### config.mk
export PLATFORM = sky130hd
export DESIGN_NAME = rs232_rx_cfg
export DESIGN_NICKNAME = d
export VERILOG_FILES = /design/src/rtl/rs232_rx_cfg.sv
export SDC_FILE = /design/constraint.sdc
export NUM_CORES = 1
export LEC_CHECK = 0
export BUFFER_PORTS_ARGS = -buffer_cell sky130_fd_sc_hd__buf_2
export CELL_PAD_IN_SITES_DETAIL_PLACEMENT = 1
export CELL_PAD_IN_SITES_GLOBAL_PLACEMENT = 2
export CORE_MARGIN = 2
export CORE_UTILIZATION = 35
export CTS_BUF_LIST = sky130_fd_sc_hd__clkbuf_4
export DETAILED_ROUTE_END_ITERATION = 8
export GPL_ROUTABILITY_DRIVEN = 0
export GPL_TIMING_DRIVEN = 0
export PLACE_DENSITY = 0.77
export SYNTH_ARGS = -nofsm -noshare
export SYNTH_HDL_FRONTEND = slang
export SYNTH_SLANG_ARGS = --single-unit
export TNS_END_PERCENT = 50
### constraint.sdc
create_clock -name clk_i -period 3.1 [get_ports clk_i]
set_input_delay 0.31 -clock clk_i [delete_from_list [all_inputs] [get_ports clk_i]]
set_output_delay 0.31 -clock clk_i [all_outputs]
set_load 0.005 [all_outputs]
### src/rtl/rs232_rx_cfg.sv
// rs232_rx_cfg - configurable asynchronous serial receiver.
//
// Each frame is a start bit, DATA_W data bits sent LSB first, an optional
// parity bit, and STOP_BITS stop bits. Every bit is sampled once, at its
// mid-point, on a CLK_DIV-cycle bit grid. The grid is aligned to the falling
// edge of the synchronised line.
//
// Ports
//   clk_i       clock; all state updates on its rising edge
//   rst_i       asynchronous, active-high reset
//   rx_i        asynchronous serial line (idles high)
//   par_mode_i  parity mode: 00 none, 01 even, 10 odd, 11 none
//   dout_o      data word of the last completed frame
//   valid_o     one-cycle pulse when a frame completes
//   perr_o      parity error of the last completed frame
//   ferr_o      framing error (a stop bit sampled low) of the last frame
//   busy_o      high while the receiver is not idle
//
// state  | meaning
// -------+------------------------------------------------------------
// IDLE   | waiting for a falling edge of the synchronised line
// START  | timing to the mid-point of the start bit (false-start check)
// DATA   | sampling DATA_W data bits into the shift register
// PARITY | sampling the parity bit (only when parity is enabled)
// STOP   | sampling the stop bit(s); the final sample completes the frame
module rs232_rx_cfg #(
  parameter int DATA_W    = 8,
  parameter int CLK_DIV   = 16,
  parameter int STOP_BITS = 1
) (
  input  logic              clk_i,
  input  logic              rst_i,
  input  logic              rx_i,
  input  logic [1:0]        par_mode_i,
  output logic [DATA_W-1:0] dout_o,
  output logic              valid_o,
  output logic              perr_o,
  output logic              ferr_o,
  output logic              busy_o
);

  localparam int TW = $clog2(CLK_DIV);
  localparam int CW = $clog2(DATA_W);
  localparam logic [TW-1:0] HALF_M1 = TW'(CLK_DIV / 2 - 1);
  localparam logic [TW-1:0] FULL_M1 = TW'(CLK_DIV - 1);
  localparam logic [CW-1:0] LAST_DATA = CW'(DATA_W - 1);
  localparam logic [CW-1:0] LAST_STOP = CW'(STOP_BITS - 1);

  typedef enum logic [2:0] {
    S_IDLE,
    S_START,
    S_DATA,
    S_PARITY,
    S_STOP
  } state_t;

  state_t              state_q, state_d;
  logic                sync_meta_q, rxs_q, rxs_prev_q;
  logic [TW-1:0]       timer_q, timer_d;
  logic [CW-1:0]       cnt_q, cnt_d;
  logic [DATA_W-1:0]   shreg_q, shreg_d;
  logic [1:0]          mode_q, mode_d;
  logic                perr_acc_q, perr_acc_d;
  logic                ferr_acc_q, ferr_acc_d;
  logic [DATA_W-1:0]   dout_q, dout_d;
  logic                valid_q, valid_d;
  logic                perr_q, perr_d;
  logic                ferr_q, ferr_d;
  logic                tick;
  logic                par_en;

  // Two-flop synchroniser plus one history flop for edge detection. All three
  // reset to the idle level, so a start needs a genuine high-to-low change.
  always_ff @(posedge clk_i or posedge rst_i) begin
    if (rst_i) begin
      sync_meta_q <= 1'b1;
      rxs_q       <= 1'b1;
      rxs_prev_q  <= 1'b1;
    end else begin
      sync_meta_q <= rx_i;
      rxs_q       <= sync_meta_q;
      rxs_prev_q  <= rxs_q;
    end
  end

  always_ff @(posedge clk_i or posedge rst_i) begin
    if (rst_i) begin
      state_q    <= S_IDLE;
      timer_q    <= '0;
      cnt_q      <= '0;
      shreg_q    <= '0;
      mode_q     <= 2'b00;
      perr_acc_q <= 1'b0;
      ferr_acc_q <= 1'b0;
      dout_q     <= '0;
      valid_q    <= 1'b0;
      perr_q     <= 1'b0;
      ferr_q     <= 1'b0;
    end else begin
      state_q    <= state_d;
      timer_q    <= timer_d;
      cnt_q      <= cnt_d;
      shreg_q    <= shreg_d;
      mode_q     <= mode_d;
      perr_acc_q <= perr_acc_d;
      ferr_acc_q <= ferr_acc_d;
      dout_q     <= dout_d;
      valid_q    <= valid_d;
      perr_q     <= perr_d;
      ferr_q     <= ferr_d;
    end
  end

  // The timer counts down to zero; zero marks the sample cycle of the current bit.
  assign tick   = (timer_q == '0);
  // Parity is active only for modes 01 and 10. mode_q[1] selects odd parity.
  assign par_en = ^mode_q;

  always_comb begin
    state_d    = state_q;
    timer_d    = timer_q;
    cnt_d      = cnt_q;
    shreg_d    = shreg_q;
    mode_d     = mode_q;
    perr_acc_d = perr_acc_q;
    ferr_acc_d = ferr_acc_q;
    dout_d     = dout_q;
    valid_d    = 1'b0;
    perr_d     = perr_q;
    ferr_d     = ferr_q;

    case (state_q)
      S_IDLE: begin
        if (rxs_prev_q && !rxs_q) begin
          state_d    = S_START;
          timer_d    = HALF_M1;
          cnt_d      = '0;
          mode_d     = par_mode_i;
          perr_acc_d = 1'b0;
          ferr_acc_d = 1'b0;
        end
      end

      S_START: begin
        if (!tick) begin
          timer_d = timer_q - 1'b1;
        end else if (rxs_q) begin
          // The line is high again at mid-bit, so this was a glitch. Drop it
          // without touching the outputs.
          state_d = S_IDLE;
        end else begin
          state_d = S_DATA;
          timer_d = FULL_M1;
        end
      end

      S_DATA: begin
        if (!tick) begin
          timer_d = timer_q - 1'b1;
        end else begin
          shreg_d = {rxs_q, shreg_q[DATA_W-1:1]};
          timer_d = FULL_M1;
          if (cnt_q == LAST_DATA) begin
            cnt_d   = '0;
            state_d = par_en ? S_PARITY : S_STOP;
          end else begin
            cnt_d = cnt_q + 1'b1;
          end
        end
      end

      S_PARITY: begin
        if (!tick) begin
          timer_d = timer_q - 1'b1;
        end else begin
          // The error is (data ^ parity bit) for even parity, inverted for odd.
          perr_acc_d = (^shreg_q) ^ rxs_q ^ mode_q[1];
          timer_d    = FULL_M1;
          state_d    = S_STOP;
        end
      end

      S_STOP: begin
        if (!tick) begin
          timer_d = timer_q - 1'b1;
        end else if (cnt_q == LAST_STOP) begin
          // Return to IDLE at mid-stop, so the next start edge can be caught
          // right away.
          state_d = S_IDLE;
          timer_d = '0;
          cnt_d   = '0;
          dout_d  = shreg_q;
          perr_d  = perr_acc_q;
          ferr_d  = ferr_acc_q | ~rxs_q;
          valid_d = 1'b1;
        end else begin
          ferr_acc_d = ferr_acc_q | ~rxs_q;
          cnt_d      = cnt_q + 1'b1;
          timer_d    = FULL_M1;
        end
      end

      default: begin
        state_d = S_IDLE;
        timer_d = '0;
        cnt_d   = '0;
      end
    endcase
  end

  assign dout_o  = dout_q;
  assign valid_o = valid_q;
  assign perr_o  = perr_q;
  assign ferr_o  = ferr_q;
  assign busy_o  = (state_q != S_IDLE);

endmodule

# Word-level counts from Yosys, hierarchy flattened
# Cells that the tools add are included.
# W data, S select, Z words.
[totals]
elab_cells = 87
output_inout_bits = 12
ff_bits = 36
in_bits = 5
[op_classes]
n_eq_ne = 14
reduce_logical = 20
mux = 32
bitwise_logic = 5
addsub = 2
[op_table]
columns = ["cell", "n"]
rows = [
  ["$mux W3", 13],
  ["$mux W4", 6],
  ["$ne A2 B2 Y1 const B", 8],
  ["$pmux W4 S4", 1],
  ["$pmux W3 S5", 1],
  ["$pmux W3 S4", 1],
  ["$reduce_and A4 Y1", 2],
  ["$reduce_xor A8 Y1", 1],
  ["$mux W1", 7],
  ["$reduce_and A7 Y1", 1],
  ["$eq A3 B2 Y1 const B", 2],
  ["$eq A3 B3 Y1 const B", 2],
  ["$logic_not A3 Y1", 2],
  ["$reduce_and A2 Y1", 3],
  ["$reduce_and A3 Y1", 2],
  ["$logic_not A4 Y1", 1],
  ["$pmux W1 S2", 2],
  ["$reduce_bool A2 Y1", 2],
  ["$reduce_or A2 Y1", 2],
  ["$sub A4 B1 Y4 const B", 1],
  ["$add A3 B1 Y3 const B", 1],
  ["$eq A3 B1 Y1 const B", 1],
  ["$ne A3 B3 Y1 const B", 1],
  ["$reduce_bool A3 Y1", 1],
  ["other kinds (7)", 9],
]

# Logic depth before layout (Yosys ltp)
[logic_depth]
depth_word = 5
mapped_depth = 8
mapped_depth_nobuf = 6

# Worst setup path after synthesis
# Ideal clock, no wire load.
[synth_path]
path_type = "reg-to-reg"
start = "register timer_q[0]"
end = "register dout_q[0], in the netlist dout_o[0]"
path_slack_ns = 0.990
setup_time_ns = 0.125
t_required_ns = 2.975
synth_period_minus_slack_ns = 2.110
arrival_time_ns = 1.985
path_stages_with_launch = 8
path_buffers = 2
cell_sequence = "dfrtp_1 -> inv_1 -> ha_1 -> or3b_1 -> buf_6 -> or3_4 -> buf_6 -> mux2_4"
[synth_between]
elab_chain_len = 2
[synth_rtl]
columns = ["item", "line_no", "source"]
rows = [
  ["start, declared", "59", "logic [TW-1:0] timer_q, timer_d;"],
  ["start signal, assigned", "101", "timer_q <= timer_d;"],
  ["$logic_not A4 Y1", "115", "assign tick = (timer_q == '0);"],
  ["$reduce_and A3 Y1 (no source line)", "n/a", ""],
  ["end signal, assigned", "107", "dout_q <= dout_d;"],
  ["end, declared", "65", "logic [DATA_W-1:0] dout_q, dout_d;"],
]
# Every way passes these cells.
# A chain may end at the register's enable or synchronous reset.

# Final worst setup path
[layout_path]
start = "register timer_q[0]"
end = "register shreg_q[6]"
[layout_between]
elab_chain_len = 2
[layout_rtl]
columns = ["item", "line_no", "source"]
rows = [
  ["$logic_not A4 Y1", "115", ""],
  ["$reduce_and A2 Y1 (no source line)", "n/a", ""],
  ["end signal, assigned", "103", "shreg_q <= shreg_d;"],
  ["end, declared", "61", "logic [DATA_W-1:0] shreg_q, shreg_d;"],
]
# Every way passes these cells.

==> flow_summary.toml <==
[setup_path]
slowest_delay_ps = 580
worstPathMaxFanout = 10
cp_cell_sequence = "inv_1 > ha_1 > or3b_1 > buf_6 > nor3_2 > mux2_2"
r2r-end = "shreg_q[6]"
path_buf_inv = 2
r2r_slack_ps = 690
worstReg2RegStart = "timer_q[0]"
crit_cells = 6
required_ps = 3320
cp_slowest_cell = "nor3_2"
cp.arrival_ps = 2630
critPathCapture = "shreg_q[6]"
critPathKind = "register to register"
crit_start = "timer_q[0]"
cp_top_family = "simple AND/OR/NAND/NOR gates"
r2r_cells = 6
cp-end-kind = "register"
start_kind = "register"

[synth]
ys_seq_area_frac = 0.4993
yosys.area_share.simple = 0.1146
synth-compound-area-share = 0.1098
yosysWarnings = 0
synth_nets = 158
synth_fa_ha_area_frac = 0.02762
synth_area_sq_um = 1812
synth.largest_area_cell = "dfrtp_1"
ys_seq_elements = 36
synth_top_area_share = 0.4558
netlist_instances = 149
synth_area_per_cell_sq_um = 12.16
synth_mux_area_frac = 0.1568
synthTopCellsByArea = "dfrtp_1 (46%), mux2_2 (9.3%), mux2_4 (5.8%)"
synth_xor_area_frac = 0.05110
ys_types = 45
synth_top_family_by_area = "multiplexers"

[grt]
grt_pass1_vias = 1360
grt.met2_usage = 0.2277
grt_max_degree = 37
grt_overflow = 0
grtUsageTotal = 0.1408
antenna_found_initial = 0
gr-usage-met3 = 0.04524
grt-busiest-layer = "met2"
met1_usage = 0.1720
grt_pass1_wl_um = 6486

[timing]
fmax_ghz = 0.4143
fin_setup_tns_ps = 0
final.min_clock_period_ps = 2414
worst_slew_pin_slew_ps = 758.4
fin_ws_ps = 686.0
min_period_over_period = 0.7787
maxSlewHeadroom = 0.4936
rsz0062_at_grt = "no"
final_max_slew_viol_count = 0
fin_skew_ps = 18.93
finalHoldViolations = 0
finalSetupViolations = 0

[floorplan]
die_w_um = 75.95
boundaryPins = 17
die_h_um = 75.95
die_area_sq_um = 5768
core_sq_um = 5042
start_util = 0.3593
rows = 26

[route]
wl_per_cell_um = 15.49
via_per_inst = 5.082
drc_errors = 0
wl_um = 3765
drtPass1Iterations = 4
ant_nets = 0
via_count = 1235
drtIter0Drc = 25

[power]
pwr_density_cell_nw_per_um2 = 742.2
peakVddDrop_uv = 280.5
power_leakage_nw = 1.001

[cells_and_area]
ff_latch_area_sq_um = 904.6
final_net_count = 181
layout-drive-gt1-share = 0.3410
multi_input_area_sq_um = 833.3
nFillCells = 547
n_antenna_cell = 0
area_delta_synth_final_pct = 13.67

[place]
io_buffers = 16
pre_cts_ws_ps = 699.7
post-dp-hpwl_um = 2751

[clocking]
holdBufCountCts = 0
cts_made_buffers = 5
cts_buffer_depth = 2
clk_latency_ps = 340
cts.clk_slew.worst_paths_ps = 110
cts_setup_buffers = 0
post_cts_resized = 0
htree_levels = 2
cts-root-buf = "clkbuf_4"
cts.sinks = 36
cts_tree = "built"

[run_status]
status = "complete, no violations"

[worst_hold_path]
worst_hold_path_type = "input pin to register"

[flow_run]
cap_violations = 0
[report_power, final]
group / switching, mW / internal (mW)
Combinational: 0.335 / 0.257
Sequential: 0.0597 / 0.542
Clock: 0.158 / 0.178
[placed cells by master (no fill, tap or decap), drive strengths merged, types with 2 or more instances in the layout]
cell    count
nor2        6
nor3b       2
o21ai       6
o31ai       2
nor3        3
nand2b      3
xnor2       7
nand3       4
a21oi       3
buf        21
inv         9
a32o        2
nand2       3
o211ai      2
dfrtp      33
mux2       22
or3b        2
o22a        2
nor2b       4
a22oi       3
or3         2
and2        2
ha          4
o22ai       2
clkbuf      7
dfstp       3
[worst min-delay path by stage]
stage	startpoint	end	cells after the start
after global routing	rx_i	sync_meta_q	1
final	rx_i	sync_meta_q	1
after detailed placement	sync_meta_q	rxs_q	0
after global placement	sync_meta_q	rxs_q	0
after CTS	rx_i	sync_meta_q	1
after floorplan	rx_i	sync_meta_q	0
[flip-flops by register name, indices dropped and copies added (netlist names)]
| register | flops |
|---|---|
| ferr_acc_q | 1 |
| perr_acc_q | 1 |
| cnt_q | 3 |
| state_q | 3 |
| rxs_q | 1 |
| valid_o | 1 |
| perr_o | 1 |
| dout_o | 8 |
| shreg_q | 8 |
| rxs_prev_q | 1 |
| timer_q | 4 |
| sync_meta_q | 1 |
| mode_q | 2 |
| ferr_o | 1 |
[final cells by class]
type	count	share of cell area
Clock inverter	2	0.01701
Timing Repair Buffer	16	0.03888
Tap cell	70	0.04253
Buffer	6	0.01944
Clock buffer	6	0.02187
Multi-Input combinational cell	98	0.4046
Sequential cell	36	0.4392
Inverter	9	0.01640
[cell families (layout without fill, tap and decap cells)]
| logic type | Yosys count | after routing |
|---|---|---|
| adder cells (fa/ha/maj) | 4 | 4 |
| AO/OA/AOI/OAI | 28 | 28 |
| buffers and inverters | 15 | 39 |
| multiplexers | 23 | 23 |
| AND/OR/NAND/NOR | 34 | 34 |
| flip-flops | 36 | 36 |
| XOR/XNOR | 9 | 9 |
[Yosys cell counts (all sizes together)]
master and n:
nor2b 4, xnor2 7, xor2 1, nand2 3
ha 4, mux2i 1, o221a 1, and2 2
inv 9, nor2 6, nor3b 2, xnor3 1
nand3b 1, a31oi 1, nand3 4, o31ai 2
nand2b 3, o2bb2ai 1, o22ai 2, or3 2
or4b 1, a21oi 3, buf 5, o31a 1
nor3 3, a32o 2, o22a 2, a22oi 3
a211oi 1, or3b 2, mux2 22, clkbuf 1
dfrtp 33, nor4bb 1, o211ai 2, o21ai 6
a2bb2oi 1, dfstp 3
[stage by stage]
step / hold slack [ps] / cells / total power, mW / util / instance area (sq um)
3_5_place_dp: 348.4 / 235 / 1.212 / 0.3926 / 1979
5_1_grt: 42.08 / 243 / 1.648 / 0.4084 / 2059
2_1_floorplan: 314.5 / 149 / 1.051 / - / 1812
3_3_place_gp: 347.4 / 235 / 1.162 / 0.3926 / 1979
4_1_cts: 49.31 / 243 / 1.553 / 0.4084 / 2059
6_report: 71.95 / 243 / 1.529 / 0.4084 / 2059
[layer usage]
metal / vias to the layer above / share of wire / wire, um
li1: 576 / - / -
met1: 631 / 0.45 / 1700
met2: 19 / 0.49 / 1831
met3: 9 / 0.043 / 162
met4: 0 / 0.019 / 71
met5: - / 0 / 0
Power figures use the tool's default switching activity.
